==> config.mk <==
export PLATFORM = sky130hd
export DESIGN_NAME = fp_mul_scheduler
export DESIGN_NICKNAME = d
export VERILOG_FILES = /design/src/rtl/fp_mul_sched_pkg.sv /design/src/rtl/floatingMultiplierWithRegs.sv /design/src/rtl/fp_mul_rr_arbiter.sv /design/src/rtl/fp_mul_scheduler.sv
export SDC_FILE = /design/constraint.sdc
export NUM_CORES = 2
export LEC_CHECK = 0
export BUFFER_PORTS_ARGS = -buffer_cell sky130_fd_sc_hd__buf_2
export CORE_MARGIN = 2
export CORE_UTILIZATION = 26
export CTS_CLUSTER_SIZE = 8
export DETAILED_ROUTE_END_ITERATION = 12
export MAX_ROUTING_LAYER = met4
export PLACE_DENSITY_LB_ADDON = 0.08
export SLEW_MARGIN = 20
export SYNTH_ARGS = -nofsm -noshare
export SYNTH_HDL_FRONTEND = slang
export SYNTH_SLANG_ARGS = --single-unit
==> constraint.sdc <==
create_clock -name clk -period 13.7 [get_ports clk]
set_input_delay 2.055 -clock clk [delete_from_list [all_inputs] [get_ports clk]]
set_output_delay 2.055 -clock clk [all_outputs]
set_load 0.1 [all_outputs]
==> src/rtl/fp_mul_sched_pkg.sv <==
// Shared types and defaults for the FP multiplier scheduler: requester-ID tag
// layout and the ID-width helper used to size the round-robin pointer.
package fp_mul_sched_pkg;

  localparam int FP_W            = 32;
  localparam int NUM_REQ_DEF     = 4;
  localparam int MUL_LATENCY_DEF = 2;

  // Tags are sized for the largest supported requester count (8).
  localparam int ID_W_MAX = 3;

  typedef logic [ID_W_MAX-1:0] req_id_t;

  typedef struct packed {
    logic    valid;
    req_id_t id;
  } tag_t;

  function automatic int id_width(input int n);
    return (n > 1) ? $clog2(n) : 1;
  endfunction

endpackage

==> src/rtl/floatingMultiplierWithRegs.sv <==
// Fully pipelined IEEE-754 single-precision multiplier, STAGES cycles from
// operand capture to result. Denormals flush to zero; rounding is nearest-even.
module floatingMultiplierWithRegs #(
  parameter int STAGES = 2
) (
  input  logic        clk,
  input  logic        en,
  input  logic [31:0] a,
  input  logic [31:0] b,
  output logic [31:0] result,
  output logic        overflow,
  output logic        exception
);

  logic [31:0] a_p0, b_p0;
  logic [33:0] prod_c;
  logic [33:0] prod_p1 [STAGES-1];

  function automatic logic [24:0] round_ne(input logic [23:0] mant,
                                           input logic guard, input logic sticky);
    return {1'b0, mant} + ((guard && (sticky || mant[0])) ? 25'd1 : 25'd0);
  endfunction

  // Packed as {exception, overflow, result}.
  function automatic logic [33:0] fp_mul(input logic [31:0] x, input logic [31:0] y);
    logic               sign, x_nan, y_nan, x_inf, y_inf, x_zero, y_zero;
    logic [47:0]        mx, my, prod;
    logic signed [10:0] exp_s;
    logic [23:0]        mant;
    logic [24:0]        mant_r;
    logic               guard, sticky;
    logic [33:0]        res;
    sign   = x[31] ^ y[31];
    x_nan  = (x[30:23] == 8'hFF) && (x[22:0] != 23'd0);
    y_nan  = (y[30:23] == 8'hFF) && (y[22:0] != 23'd0);
    x_inf  = (x[30:23] == 8'hFF) && (x[22:0] == 23'd0);
    y_inf  = (y[30:23] == 8'hFF) && (y[22:0] == 23'd0);
    x_zero = (x[30:23] == 8'h00);
    y_zero = (y[30:23] == 8'h00);
    mx     = {24'd0, 1'b1, x[22:0]};
    my     = {24'd0, 1'b1, y[22:0]};
    prod   = mx * my;
    exp_s  = $signed({3'b000, x[30:23]}) + $signed({3'b000, y[30:23]}) - 11'sd127;
    if (prod[47]) begin
      mant   = prod[47:24];
      guard  = prod[23];
      sticky = |prod[22:0];
      exp_s  = exp_s + 11'sd1;
    end else begin
      mant   = prod[46:23];
      guard  = prod[22];
      sticky = |prod[21:0];
    end
    mant_r = round_ne(mant, guard, sticky);
    if (mant_r[24]) begin
      exp_s = exp_s + 11'sd1;
      mant  = mant_r[24:1];
    end else begin
      mant  = mant_r[23:0];
    end
    if (x_nan || y_nan || (x_inf && y_zero) || (y_inf && x_zero))
      res = {1'b1, 1'b0, 32'h7FC0_0000};
    else if (x_inf || y_inf)
      res = {1'b1, 1'b0, sign, 8'hFF, 23'd0};
    else if (x_zero || y_zero)
      res = {2'b00, sign, 31'd0};
    else if (exp_s >= 11'sd255)
      res = {1'b0, 1'b1, sign, 8'hFF, 23'd0};
    else if (exp_s <= 11'sd0)
      res = {2'b00, sign, 31'd0};
    else
      res = {2'b00, sign, exp_s[7:0], mant[22:0]};
    return res;
  endfunction

  // p0: operand capture
  always_ff @(posedge clk) begin
    if (en) begin
      a_p0 <= a;
      b_p0 <= b;
    end
  end

  assign prod_c = fp_mul(a_p0, b_p0);

  // p1..: product and delay registers
  always_ff @(posedge clk) begin
    if (en) begin
      prod_p1[0] <= prod_c;
      for (int i = 1; i < STAGES - 1; i++) prod_p1[i] <= prod_p1[i-1];
    end
  end

  assign {exception, overflow, result} = prod_p1[STAGES-2];

endmodule

==> src/rtl/fp_mul_rr_arbiter.sv <==
// Combinational round-robin arbiter: searches from rr_ptr upward, wrapping,
// and grants the first valid requester.
module fp_mul_rr_arbiter
  import fp_mul_sched_pkg::*;
#(
  parameter int NUM_REQ = NUM_REQ_DEF,
  parameter int ID_W    = id_width(NUM_REQ)
) (
  input  logic [NUM_REQ-1:0] req_valid,
  input  logic [ID_W-1:0]    rr_ptr,
  output logic [NUM_REQ-1:0] grant,
  output logic               grant_valid,
  output logic [ID_W-1:0]    grant_id
);

  always_comb begin
    grant       = '0;
    grant_valid = 1'b0;
    grant_id    = '0;
    for (int k = 0; k < NUM_REQ; k++) begin
      if (!grant_valid && req_valid[(int'(rr_ptr) + k) % NUM_REQ]) begin
        grant[(int'(rr_ptr) + k) % NUM_REQ] = 1'b1;
        grant_valid                         = 1'b1;
        grant_id                            = ID_W'((int'(rr_ptr) + k) % NUM_REQ);
      end
    end
  end

endmodule

==> src/rtl/fp_mul_scheduler.sv <==
// Shares one pipelined FP multiplier among NUM_REQ requesters: round-robin
// issue, a requester-ID tag that travels alongside the product, one-hot return.
module fp_mul_scheduler
  import fp_mul_sched_pkg::*;
#(
  parameter int NUM_REQ     = NUM_REQ_DEF,
  parameter int MUL_LATENCY = MUL_LATENCY_DEF,
  parameter int FP_W        = fp_mul_sched_pkg::FP_W
) (
  input  logic                    clk,
  input  logic                    reset,
  input  logic [NUM_REQ-1:0]      req_valid,
  output logic [NUM_REQ-1:0]      req_ready,
  input  logic [NUM_REQ*FP_W-1:0] req_a,
  input  logic [NUM_REQ*FP_W-1:0] req_b,
  output logic [NUM_REQ-1:0]      rsp_valid,
  output logic [FP_W-1:0]         rsp_result,
  output logic                    rsp_overflow,
  output logic                    rsp_exception,
  output logic                    busy,
  output logic [15:0]             issued_count
);

  localparam int ID_W = id_width(NUM_REQ);

  logic [ID_W-1:0]    rr_ptr, last_id, sel_id, grant_id;
  logic [NUM_REQ-1:0] grant;
  logic               grant_valid, transfer;
  logic [FP_W-1:0]    mul_a, mul_b, mul_result;
  logic               mul_overflow, mul_exception;
  tag_t               tag_q [MUL_LATENCY];
  tag_t               tag_out;
  logic               rsp_live;

  fp_mul_rr_arbiter #(
    .NUM_REQ (NUM_REQ),
    .ID_W    (ID_W)
  ) u_arb (
    .req_valid   (req_valid),
    .rr_ptr      (rr_ptr),
    .grant       (grant),
    .grant_valid (grant_valid),
    .grant_id    (grant_id)
  );

  assign req_ready = reset ? '0 : grant;
  assign transfer  = grant_valid && !reset;

  // Idle cycles keep feeding the last granted pair; no tag claims those products.
  assign sel_id = grant_valid ? grant_id : last_id;
  assign mul_a  = req_a[int'(sel_id)*FP_W +: FP_W];
  assign mul_b  = req_b[int'(sel_id)*FP_W +: FP_W];

  floatingMultiplierWithRegs #(
    .STAGES (MUL_LATENCY)
  ) u_mul (
    .clk       (clk),
    .en        (1'b1),
    .a         (mul_a),
    .b         (mul_b),
    .result    (mul_result),
    .overflow  (mul_overflow),
    .exception (mul_exception)
  );

  always_ff @(posedge clk) begin
    if (reset) begin
      rr_ptr       <= '0;
      last_id      <= '0;
      issued_count <= '0;
      for (int i = 0; i < MUL_LATENCY; i++) tag_q[i] <= '0;
    end else begin
      if (transfer) begin
        rr_ptr       <= (int'(grant_id) == NUM_REQ - 1) ? '0 : grant_id + 1'b1;
        last_id      <= grant_id;
        issued_count <= issued_count + 16'd1;
      end
      tag_q[0] <= {transfer, req_id_t'(grant_id)};
      for (int i = 1; i < MUL_LATENCY; i++) tag_q[i] <= tag_q[i-1];
    end
  end

  assign tag_out  = tag_q[MUL_LATENCY-1];
  assign rsp_live = tag_out.valid && !reset;

  always_comb begin
    rsp_valid = '0;
    for (int i = 0; i < NUM_REQ; i++)
      rsp_valid[i] = rsp_live && (int'(tag_out.id) == i);
    busy = 1'b0;
    for (int i = 0; i < MUL_LATENCY; i++) busy = busy | tag_q[i].valid;
  end

  assign rsp_result    = rsp_live ? mul_result : '0;
  assign rsp_overflow  = rsp_live && mul_overflow;
  assign rsp_exception = rsp_live && mul_exception;

endmodule

==> results.md <==
- **TritonCTS clock tree** built
- **detailed-route wire length** 105,000 µm
- **synthesized instance count** 3,394
- **Setup Crit Path Kind** register to register
- **transition time of the tightest slew-check pin** 1.09 ns
- **Final Net Count** 4,526
- **share of Yosys cell area claimed by the top area cell type** 0.345
- **register-to-register setup slack** 2.22 ns
- **count of distinct cell types in the synthesized netlist** 89
- **slowest cell delay on critical path** 0.76 ns
- **Routed Antenna Nets** 0
- **Pre-Repair DR Iteration Count** 5
- **Worst Setup EP** u_mul.prod_p1[0][3]$_SDFF_PP0_
- **# clock sinks** 124
- **Bufs on Longest Clock Path** 2
- **worst endpoint data arrival time** 11.84 ns
- **average cell area after synthesis** 8.27 µm²
- **classification of the worst-slack hold path** register to register
- **floorplan core area** 0.107 mm²
- **setup violators final** 0
- **number of H-tree levels** 4
- **leading cell types by total area after synthesis** sky130_fd_sc_hd__fa_1 (34%), sky130_fd_sc_hd__dfxtp_1 (8.8%), sky130_fd_sc_hd__ha_1 (8.6%)
- **post-synthesis cell area** 0.0281 mm²
- **Post-Route Skew** 0.0204 ns
- **Worst R2R Path Depth** 31
- **share of synthesized registers carrying an async set or reset** 0
- **syn nets** 4,333
- **peak clock frequency supported by timing** 87.1 MHz
- **commonest non-fill, non-tap cell in the layout** sky130_fd_sc_hd__inv_1
- **CP Max Fanout** 39
- **largest net degree at the start of global routing** 91
- **worst skew pair latency** 0.49 ns
- **reported max-cap violation count** 0
- **max-slew violation total from the final report** 0
- **PostCTS Resize Cnt** 0
- **Filler Cell Count** 11,682
- **Worst slew margin** 0.269
- **die width** 333 µm
- **dominant cell type by count on the critical path** sky130_fd_sc_hd__fa_1
- **highest-delay cell along the critical path** sky130_fd_sc_hd__dfxtp_1
- **Vert. Die Dim** 333 µm
- **DPL Wire Length** 82,800 µm
- **Worst setup EP type** register
- **proportion of synthesized chip area in sequential cells** 0.0884
- **#FFs+latches synth** 124
- **die area** 0.111 mm²
- **number of antenna violations at the first check in global routing** 9
- **share of final-layout standard cells stronger than drive strength 1** 0.126
- **R2R Path Start** u_mul.b_p0[0]$_DFF_P_
- **run status** finished clean
- **number of clock buffers inserted by TritonCTS** 17
- **Placer Congestion** 0.845
- **total negative setup slack** 0 ns
- **number of hold-repair buffers added at the cts stage** 0
- **initial cell density of the core** 0.262
- **number of design-rule violations left by the first detailed-router iteration** 1,031
- **most used flip-flop cell after synthesis** sky130_fd_sc_hd__dfxtp_1
- **standard-cell row count** 120
- **per-cell via count in the routed design** 4.72
- **RSZ-0062 raised after global routing** no
- **routed wirelength normalized by instance count** 20.9 µm
- **Synthesis Warnings** 0
- **critical path required time** 14.06 ns
- **GR Util All Layers** 0.201
- **area grow syn2layout** 12.8%
- **crit path launch** u_mul.b_p0[0]$_DFF_P_
- **clk slew on worst S/H paths** 0.07 ns
- **leading area contributor after synthesis** sky130_fd_sc_hd__fa_1
- **commonest non-fill, non-tap cells in the layout** sky130_fd_sc_hd__inv_1 (604), sky130_fd_sc_hd__nand2_1 (485), sky130_fd_sc_hd__fa_1 (483), sky130_fd_sc_hd__and2_1 (350), sky130_fd_sc_hd__buf_2 (320)
- **number of flops mapped to enable cells by yosys** 0
- **capture point of the worst reg-to-reg path** u_mul.prod_p1[0][3]$_SDFF_PP0_
- **clock root buffer** sky130_fd_sc_hd__clkbuf_16
- **boundary pin count** 321
- **global route total overflow** 0
- **detailed-route via count** 23,667
- **global-route wire length before repair** 163,000 µm
- **DRC violations left** 0
- **count of port buffers added during placement** 320
- **final cycle utilization of the critical path** 0.838
- **count of buffers added by post-CTS timing repair for setup** 0
- **kind of launch point of the worst setup path** register
- **via count of the first global-routing pass** 25,974
- **final count of hold timing violations** 0
- **final critical-path required period** 11.48 ns
## cell families after synthesis
group,Yosys count,share of synthesized area
AND/OR/NAND/NOR,1227,0.219
XOR/XNOR,103,0.0326
multiplexers,11,0.00392
AO/OA/AOI/OAI,454,0.116
buffers and inverters,798,0.109
flip-flops,124,0.0884
adder cells (fa/ha/maj),677,0.431
## metal layers
layer | GRT usage | vias up | part of all wire
met1 | 0.245 | 12111 | 0.44
met3 | 0.0188 | 66 | 0.025
met2 | 0.359 | 395 | 0.52
li1 | - | 11095 | -
met4 | 0.0385 | 0 | 0.016
met5 | - | - | 0
## synthesized netlist by cell type (9+ instances only)
| cell | instances |
|---|---|
| sky130_fd_sc_hd__and4_1 | 10 |
| sky130_fd_sc_hd__nand3_1 | 43 |
| sky130_fd_sc_hd__or3_1 | 13 |
| sky130_fd_sc_hd__nand4_1 | 30 |
| sky130_fd_sc_hd__a211oi_1 | 80 |
| sky130_fd_sc_hd__o31ai_1 | 9 |
| sky130_fd_sc_hd__a21oi_1 | 84 |
| sky130_fd_sc_hd__o21a_1 | 18 |
| sky130_fd_sc_hd__and2_1 | 351 |
| sky130_fd_sc_hd__ha_1 | 194 |
| sky130_fd_sc_hd__nor4_1 | 26 |
| sky130_fd_sc_hd__a31oi_1 | 78 |
| sky130_fd_sc_hd__o211ai_1 | 11 |
| sky130_fd_sc_hd__nor2b_1 | 21 |
| sky130_fd_sc_hd__mux2i_1 | 11 |
| sky130_fd_sc_hd__buf_2 | 12 |
| sky130_fd_sc_hd__o21ai_0 | 49 |
| sky130_fd_sc_hd__a221oi_1 | 9 |
| sky130_fd_sc_hd__nand2_1 | 486 |
| sky130_fd_sc_hd__clkbuf_1 | 164 |
| sky130_fd_sc_hd__nor3_1 | 34 |
| sky130_fd_sc_hd__a21o_1 | 28 |
| sky130_fd_sc_hd__inv_1 | 604 |
| sky130_fd_sc_hd__xnor2_1 | 63 |
| sky130_fd_sc_hd__xor2_1 | 39 |
| sky130_fd_sc_hd__dfxtp_1 | 124 |
| sky130_fd_sc_hd__fa_1 | 483 |
| sky130_fd_sc_hd__nor2_1 | 141 |
| sky130_fd_sc_hd__and3_1 | 18 |
## worst min path at each step
| stage | to | startpoint | cells past startpoint | slack, ns |
|---|---|---|---|---|
| detailed placement | tag_q[0][4]$_SDFF_PP0_ | tag_q[0][0]$_SDFF_PP0_ | 1 | 0.43 |
| finish | tag_q[0][5]$_SDFF_PP0_ | tag_q[0][1]$_SDFF_PP0_ | 1 | 0.44 |
| global placement | tag_q[0][5]$_SDFF_PP0_ | tag_q[0][1]$_SDFF_PP0_ | 1 | 0.42 |
| floorplan | tag_q[0][4]$_SDFF_PP0_ | tag_q[0][0]$_SDFF_PP0_ | 1 | 0.41 |
| CTS | tag_q[0][5]$_SDFF_PP0_ | tag_q[0][1]$_SDFF_PP0_ | 1 | 0.45 |
| global route | tag_q[0][7]$_SDFF_PP0_ | tag_q[0][3]$_SDFF_PP0_ | 1 | 0.47 |
## cell type report
class,count,area (µm²),share of cell area
Antenna cell,8,20.0,0.000632
Inverter,608,2280,0.0721
Timing Repair Buffer,364,1930,0.0610
Tap cell,1403,1760,0.0555
Sequential cell,124,2490,0.0788
Clock buffer,18,429,0.0136
Clock inverter,14,148,0.00466
Multi-Input combinational cell,2472,22600,0.714
## through the flow
stage                     instance area, µm²  utilization  hold slack [ns]  worst slack [ns]  std cells
after floorplan                        28100            -            0.414              3.81       3394
after global placement                 31100        0.290            0.418              2.33       4971
after detailed placement               31100        0.290            0.432              2.25       4971
after CTS                              31600        0.295            0.449              2.18       5003
after global routing                   31600        0.296            0.471              1.43       5007
final                                  31700        0.296            0.441              2.22       5011
## sequential cells by signal, indices dropped and copies added, names as in the netlist, named ones only
signal         count
u_mul.prod_p1     34
u_mul.a_p0        32
u_mul.b_p0        32
issued_count      16
tag_q              6
last_id            2
rr_ptr             1
## critical path: cells and delay by family, from the launching register on
kind | cells | cell delay (ns)
buf+inv | 6 | 0.99
fa+ha+maj | 9 | 4.32
mux | 1 | 0.34
flops | 1 | 0.76
compound gates | 6 | 2.21
simple gates | 9 | 2.65
Power is not shown: default switching activity piles up to over one toggle a cycle in this logic, so the estimate is an artifact.
